## src/rtl/rv_mem_pkg.sv

```systemverilog
// Shared memory-stage definitions: opcodes, funct3 codes,
// LSU state encoding and the access-size mask helper.
package rv_mem_pkg;

  localparam logic [6:0] OP_LOAD  = 7'b0000011;
  localparam logic [6:0] OP_STORE = 7'b0100011;

  localparam logic [2:0] F3_B  = 3'd0;
  localparam logic [2:0] F3_H  = 3'd1;
  localparam logic [2:0] F3_W  = 3'd2;
  localparam logic [2:0] F3_BU = 3'd4;
  localparam logic [2:0] F3_HU = 3'd5;

  typedef enum logic [2:0] {
    IDLE  = 3'd0,
    REQ0  = 3'd1,
    WAIT0 = 3'd2,
    REQ1  = 3'd3,
    WAIT1 = 3'd4,
    RESP  = 3'd5
  } lsu_state_t;

  // Byte mask of an access of the size encoded in f3[1:0].
  function automatic logic [3:0] size_mask(
    input logic [2:0] f3
  );
    logic [3:0] m;
    case (f3[1:0])
      2'd0:    m = 4'b0001;
      2'd1:    m = 4'b0011;
      default: m = 4'b1111;
    endcase
    return m;
  endfunction

endpackage

```

## src/rtl/load_aligner.sv

```systemverilog
// Load result formatter: shifts the 64-bit read buffer by the byte offset
// and sign/zero-extends per funct3. Ports: lbuf, off, funct3 in; result out.
module load_aligner
  import rv_mem_pkg::*;
(
  input  logic [63:0] lbuf,
  input  logic [1:0]  off,
  input  logic [2:0]  funct3,
  output logic [31:0] result
);

  logic [31:0] x;

  assign x = lbuf[{1'b0, off, 3'b000} +: 32];

  always_comb begin
    result = x;
    case (funct3)
      F3_B:    result = {{24{x[7]}}, x[7:0]};
      F3_H:    result = {{16{x[15]}}, x[15:0]};
      F3_BU:   result = {24'b0, x[7:0]};
      F3_HU:   result = {16'b0, x[15:0]};
      default: result = x;
    endcase
  end

endmodule

```

## src/rtl/load_store_initiator.sv

```systemverilog
// Memory-stage initiator: execute in (valid/ready), req/gnt/rvalid data port,
// writeback out (valid/ready). Splits misaligned accesses into two words.
module load_store_initiator
  import rv_mem_pkg::*;
#(
  parameter int ADDR_W = 16
) (
  input  logic              clk,
  input  logic              rst_n,
  input  logic              in_valid,
  output logic              in_ready,
  input  logic [31:0]       ir,
  input  logic [31:0]       addr,
  input  logic [31:0]       wdata,
  input  logic [31:0]       pc,
  output logic              mem_req,
  input  logic              mem_gnt,
  output logic              mem_we,
  output logic [ADDR_W-1:0] mem_addr,
  output logic [3:0]        mem_be,
  output logic [31:0]       mem_wdata,
  input  logic              mem_rvalid,
  input  logic [31:0]       mem_rdata,
  output logic              out_valid,
  input  logic              out_ready,
  output logic [31:0]       ir_out,
  output logic [31:0]       rd_out,
  output logic [31:0]       a_out,
  output logic [31:0]       pc_out,
  output logic              err_out
);

  lsu_state_t state;

  logic [6:0]  opc;
  logic [2:0]  f3;
  logic        is_ld;
  logic        is_st;
  logic        ld_ok;
  logic        st_ok;
  logic        mem_op;
  logic        illegal;
  logic [7:0]  m8;
  logic [63:0] wide;
  logic        split;

  logic        ld_q;
  logic        split_q;
  logic [2:0]  f3_q;
  logic [1:0]  off_q;
  logic [3:0]  be1_q;
  logic [31:0] wd1_q;
  logic [63:0] lbuf;
  logic [63:0] nbuf;
  logic [31:0] ld_res;

  assign opc   = ir[6:0];
  assign f3    = ir[14:12];
  assign is_ld = (opc == OP_LOAD);
  assign is_st = (opc == OP_STORE);

  always_comb begin
    ld_ok = 1'b0;
    st_ok = 1'b0;
    unique case (1'b1)
      is_ld: ld_ok = f3 inside {F3_B, F3_H, F3_W, F3_BU, F3_HU};
      is_st: st_ok = f3 inside {F3_B, F3_H, F3_W};
      default: ;
    endcase
  end

  assign mem_op  = ld_ok | st_ok;
  assign illegal = (is_ld | is_st) & ~mem_op;
  assign m8      = {4'b0, size_mask(f3)} << addr[1:0];
  assign wide    = {32'b0, wdata} << {addr[1:0], 3'b000};
  assign split   = |m8[7:4];

  assign in_ready = (state == IDLE);

  // Merge the word arriving this cycle so the result can be
  // registered on the same edge that captures it.
  assign nbuf = (state == WAIT0) ? {lbuf[63:32], mem_rdata}
                                 : {mem_rdata, lbuf[31:0]};

  load_aligner u_align (
    .lbuf   (nbuf),
    .off    (off_q),
    .funct3 (f3_q),
    .result (ld_res)
  );

  always_ff @(posedge clk or negedge rst_n) begin
    if (!rst_n) begin
      state     <= IDLE;
      mem_req   <= 1'b0;
      mem_we    <= 1'b0;
      mem_addr  <= '0;
      mem_be    <= 4'b0;
      mem_wdata <= 32'b0;
      out_valid <= 1'b0;
      ir_out    <= 32'b0;
      rd_out    <= 32'b0;
      a_out     <= 32'b0;
      pc_out    <= 32'b0;
      err_out   <= 1'b0;
      ld_q      <= 1'b0;
      split_q   <= 1'b0;
      f3_q      <= 3'b0;
      off_q     <= 2'b0;
      be1_q     <= 4'b0;
      wd1_q     <= 32'b0;
      lbuf      <= 64'b0;
    end else begin
      unique case (state)
        IDLE: if (in_valid) begin
          ir_out  <= ir;
          a_out   <= addr;
          pc_out  <= pc;
          rd_out  <= 32'b0;
          err_out <= illegal;
          ld_q    <= ld_ok;
          split_q <= split;
          f3_q    <= f3;
          off_q   <= addr[1:0];
          be1_q   <= m8[7:4];
          wd1_q   <= wide[63:32];
          if (mem_op) begin
            state     <= REQ0;
            mem_req   <= 1'b1;
            mem_we    <= st_ok;
            mem_addr  <= addr[ADDR_W+1:2];
            mem_be    <= m8[3:0];
            mem_wdata <= wide[31:0];
          end else begin
            state     <= RESP;
            out_valid <= 1'b1;
          end
        end
        REQ0: if (mem_gnt) begin
          if (ld_q) begin
            mem_req <= 1'b0;
            state   <= WAIT0;
          end else if (split_q) begin
            state     <= REQ1;
            mem_addr  <= mem_addr + ADDR_W'(1);
            mem_be    <= be1_q;
            mem_wdata <= wd1_q;
          end else begin
            mem_req   <= 1'b0;
            state     <= RESP;
            out_valid <= 1'b1;
          end
        end
        WAIT0: if (mem_rvalid) begin
          lbuf[31:0] <= mem_rdata;
          if (split_q) begin
            state    <= REQ1;
            mem_req  <= 1'b1;
            mem_addr <= mem_addr + ADDR_W'(1);
            mem_be   <= be1_q;
          end else begin
            state     <= RESP;
            out_valid <= 1'b1;
            rd_out    <= ld_res;
          end
        end
        REQ1: if (mem_gnt) begin
          mem_req <= 1'b0;
          if (ld_q) begin
            state <= WAIT1;
          end else begin
            state     <= RESP;
            out_valid <= 1'b1;
          end
        end
        WAIT1: if (mem_rvalid) begin
          lbuf[63:32] <= mem_rdata;
          state       <= RESP;
          out_valid   <= 1'b1;
          rd_out      <= ld_res;
        end
        RESP: if (out_ready) begin
          out_valid <= 1'b0;
          state     <= IDLE;
        end
        default: state <= IDLE;
      endcase
    end
  end

endmodule

```

## config.mk

```make
export PLATFORM = sky130hd
export DESIGN_NAME = load_store_initiator
export DESIGN_NICKNAME = d
export VERILOG_FILES = /design/src/rtl/rv_mem_pkg.sv /design/src/rtl/load_aligner.sv /design/src/rtl/load_store_initiator.sv
export SDC_FILE = /design/constraint.sdc
export NUM_CORES = 1
export LEC_CHECK = 0
export ABC_AREA = 1
export CAP_MARGIN = 20
export CORE_ASPECT_RATIO = 0.7
export CORE_MARGIN = 1
export CORE_UTILIZATION = 53
export CTS_BUF_LIST = sky130_fd_sc_hd__clkbuf_8 sky130_fd_sc_hd__clkbuf_16
export DETAILED_ROUTE_END_ITERATION = 8
export PLACE_DENSITY = 0.95
export SLEW_MARGIN = 20
export SYNTH_ARGS = -nofsm -noshare
export SYNTH_HDL_FRONTEND = slang
export SYNTH_SLANG_ARGS = --single-unit
export TNS_END_PERCENT = 10
```

## constraint.sdc

```tcl
create_clock -name clk -period 2.8 [get_ports clk]
set_input_delay 0.7 -clock clk [delete_from_list [all_inputs] [get_ports clk]]
set_output_delay 0.7 -clock clk [all_outputs]
set_load 0.1 [all_outputs]
```

==> flow_summary.yaml <==
status:
  status: "finished with violations"
  violations: "DRC"
critical_path:
  timing.rr.start: "state[0]"
  cp_data_required_time_ns: 3.23
  crit_path_start: "state[0]"
  arrival_ns: 3.02
  worstSetupStartpointType: "flip-flop"
  critPathMaxFanout: 25
  end_kind: "flip-flop"
  crit_type: "flip-flop to flip-flop"
synthesis:
  syn-cell-area_mm2: 0.0135
  synth_ff_type: "dfrtp_1"
  synth_area_leaders: "dfrtp_1, nand2_1, o21ai_0"
  synth-async-reset-ratio: 1.00
  synth_top_cell_by_area: "dfrtp_1"
  seq_area_frac_synth: 0.504
  synthCells: 1771
  synth_warnings: 0
  ys_ff_latch: 272
  synth_nets: 1938
  synth_top_area_frac: 0.504
  avgSynthCellArea_um2: 7.63
  ys_types: 43
  synth-edff-count: 0
clock_network:
  clk_pin_slew_ns: 0.07
  cts_inserted_buffers: 26
  clockBufferDepth: 3
  cts_root_buf: "clkbuf_16"
  ctsHtreeMaxLevel: 1
  clock-sinks: 272
  clk_latency_ns: 0.55
  cts_setup_buffers: 0
  cts_tree: "built"
placed_design:
  io_buffers: 350
  hpwl_um: 31900
  routabilityCongestion: 0.936
routing:
  route.detailed.vias_per_inst: 5.63
  first_pass_iters: 9
  vias: 13696
  drt_iter0_drc: 1345
  wl_per_cell_um: 18.4
  drc: 36
  drt-total-wl_um: 44700
  ant_nets: 0
floorplan:
  die_y_um: 136
  initial_utilization: 0.545
  rows: 48
  coreArea_mm2: 0.0248
  io_pins: 351
  die_area_mm2: 0.0261
  die_width_um: 193
sta:
  fin_crit_ns: 2.59
  slew_headroom: 0.547
  maxSlewViolCount: 0
  hold_viol_final: 0
  worst_slew_pin_slew_ns: 0.673
  final.setup.tns_ns: 0
  grt_setup_unrepaired: "false"
  fin_skew_ns: 0.0251
  fin_crit_sh: 0.925
  finalSetupViolCount: 0
  maxClockFrequency_mhz: 386
finish:
  multi_input_area_mm2: 0.00569
  nFillCells: 1745
  regArea_mm2: 0.00681
  nets: 2251
  drive_above_1_share: 0.145
  area_growth_pct: 31.8
worst_hold_path:
  worst_hold_path_type: "input pin to async pin"
global_routing:
  grt_usage: 0.340
  grt_pass1_vias: 12973
  antenna_found_initial: 1
  grt_max_degree: 127
  grt_first_pass_wirelength_um: 69200
  overflow: 0
flow_run:
  drv_cap: 0
cell families after synthesis:
group	Yosys count	synth area share
DFF	272	0.504
buffers and inverters	241	0.0746
adders and majority gates	1	0.000926
and+or+nand+nor	915	0.275
AOI/OAI and AO/OA	326	0.134
xor gates and xnor gates	9	0.00584
muxes	7	0.00519
metal layers:
layer	global-route usage	vias to the layer above	wire length (um)
met1	0.466	6504	17900
met2	0.534	756	20600
met5	0	-	0
met3	0.0666	129	4440
met4	0.127	0	1800
li1	-	6307	-
state kept, by name, indices dropped and copies added (netlist names):
register and count:
out_valid 1, mem_wdata 32, mem_addr 16, be1_q 3, mem_we 1, split_q 1, mem_req 1, mem_be 4
rd_out 32, pc_out 32, ir_out 32, state 3, a_out 32, wd1_q 24, err_out 1, lbuf 56
ld_q 1
cells in the final DEF (no fill, tap or decap), types with 6 or more instances in the layout:
master             n
inv_1            128
or2_1              7
o211ai_1          47
o21ai_0          180
buf_4            214
mux2i_1            7
buf_12            11
clkinv_2           8
clkbuf_16         26
nor2_1            41
nand2_1          737
dfrtp_1          271
nor3_1             7
o22ai_1           21
clkinvlp_4         6
a21oi_1           27
inv_2              7
o21ai_1           37
nand4_1            6
clkdlybuf4s50_1  164
nand3_1           94
synthesized netlist by cell type, types with 2 or more instances:
cell      count
a21oi_1      27
a31oi_1       5
buf_1         5
buf_2        27
buf_4         6
buf_6         6
clkbuf_1     60
dfrtp_1     272
inv_1       127
inv_2         8
mux2i_1       7
nand2_1     737
nand2_2       3
nand2_4       3
nand3_1      94
nand3_2       2
nand4_1       6
nor2_1       41
nor2_2        5
nor2_4        3
nor3_1        7
nor3b_1       2
o211ai_1     47
o21ai_0     180
o21ai_1      37
o22ai_1      21
o31ai_1       2
or2_1         7
or2_2         3
xnor2_1       5
xor2_1        4
metrics by stage:
step | hold slack, ns | util | instances | area, um^2 | setup WS (ns)
after floorplan | 0.404 | - | 1771 | 13500 | 0.507
after global placement | 0.455 | 0.681 | 2381 | 16900 | 0.165
after detailed placement | 0.460 | 0.681 | 2381 | 16900 | 0.0454
after CTS | 0.145 | 0.717 | 2429 | 17800 | 0.180
after global routing | 0.168 | 0.717 | 2429 | 17800 | 0.0174
final | 0.124 | 0.718 | 2431 | 17800 | 0.210
cell type report:
| type | instances | share of cell area |
|---|---|---|
| inverter | 136 | 0.0288 |
| clock inverter | 19 | 0.0112 |
| tap | 325 | 0.0228 |
| multi-input combinational | 1258 | 0.320 |
| timing repair buffer | 390 | 0.196 |
| clock buffer | 29 | 0.0389 |
| sequential | 272 | 0.382 |
| antenna | 2 | 0.000281 |
critical path, stage by stage, from the launching register on:
cell	delay, ns
dfrtp_1	0.46
nor2_4	0.26
nand2_4	0.24
nand2_4	0.32
inv_2	0.21
nor2_2	0.18
nor4_4	0.06
nand2_2	0.18
clkinv_1	0.32
nand2_1	0.16
nand2_1	0.07
worst paths after layout:
check                      slack (ns)             to  depth (start not counted)
setup / recovery                 0.21   mem_addr[12]                         10
hold / removal                   0.12  mem_wdata[12]                          1
setup reg to reg                 0.21   mem_addr[12]                         10
hold reg to reg                  0.48     pc_out[10]                          2
max in group asynchronous        1.91   mem_addr[15]                          2
min in group clk                 0.48     pc_out[10]                          2
repair_timing:
| item | 4_1_cts | 5_1_grt |
|---|---|---|
| setup endpoints to repair | 0 | 6 |
| hold buffers | 0 | 0 |
| gates resized for setup | 0 | 1 |
Power is not shown: default switching activity piles up to over one toggle a cycle in this logic, so the estimate is an artifact.
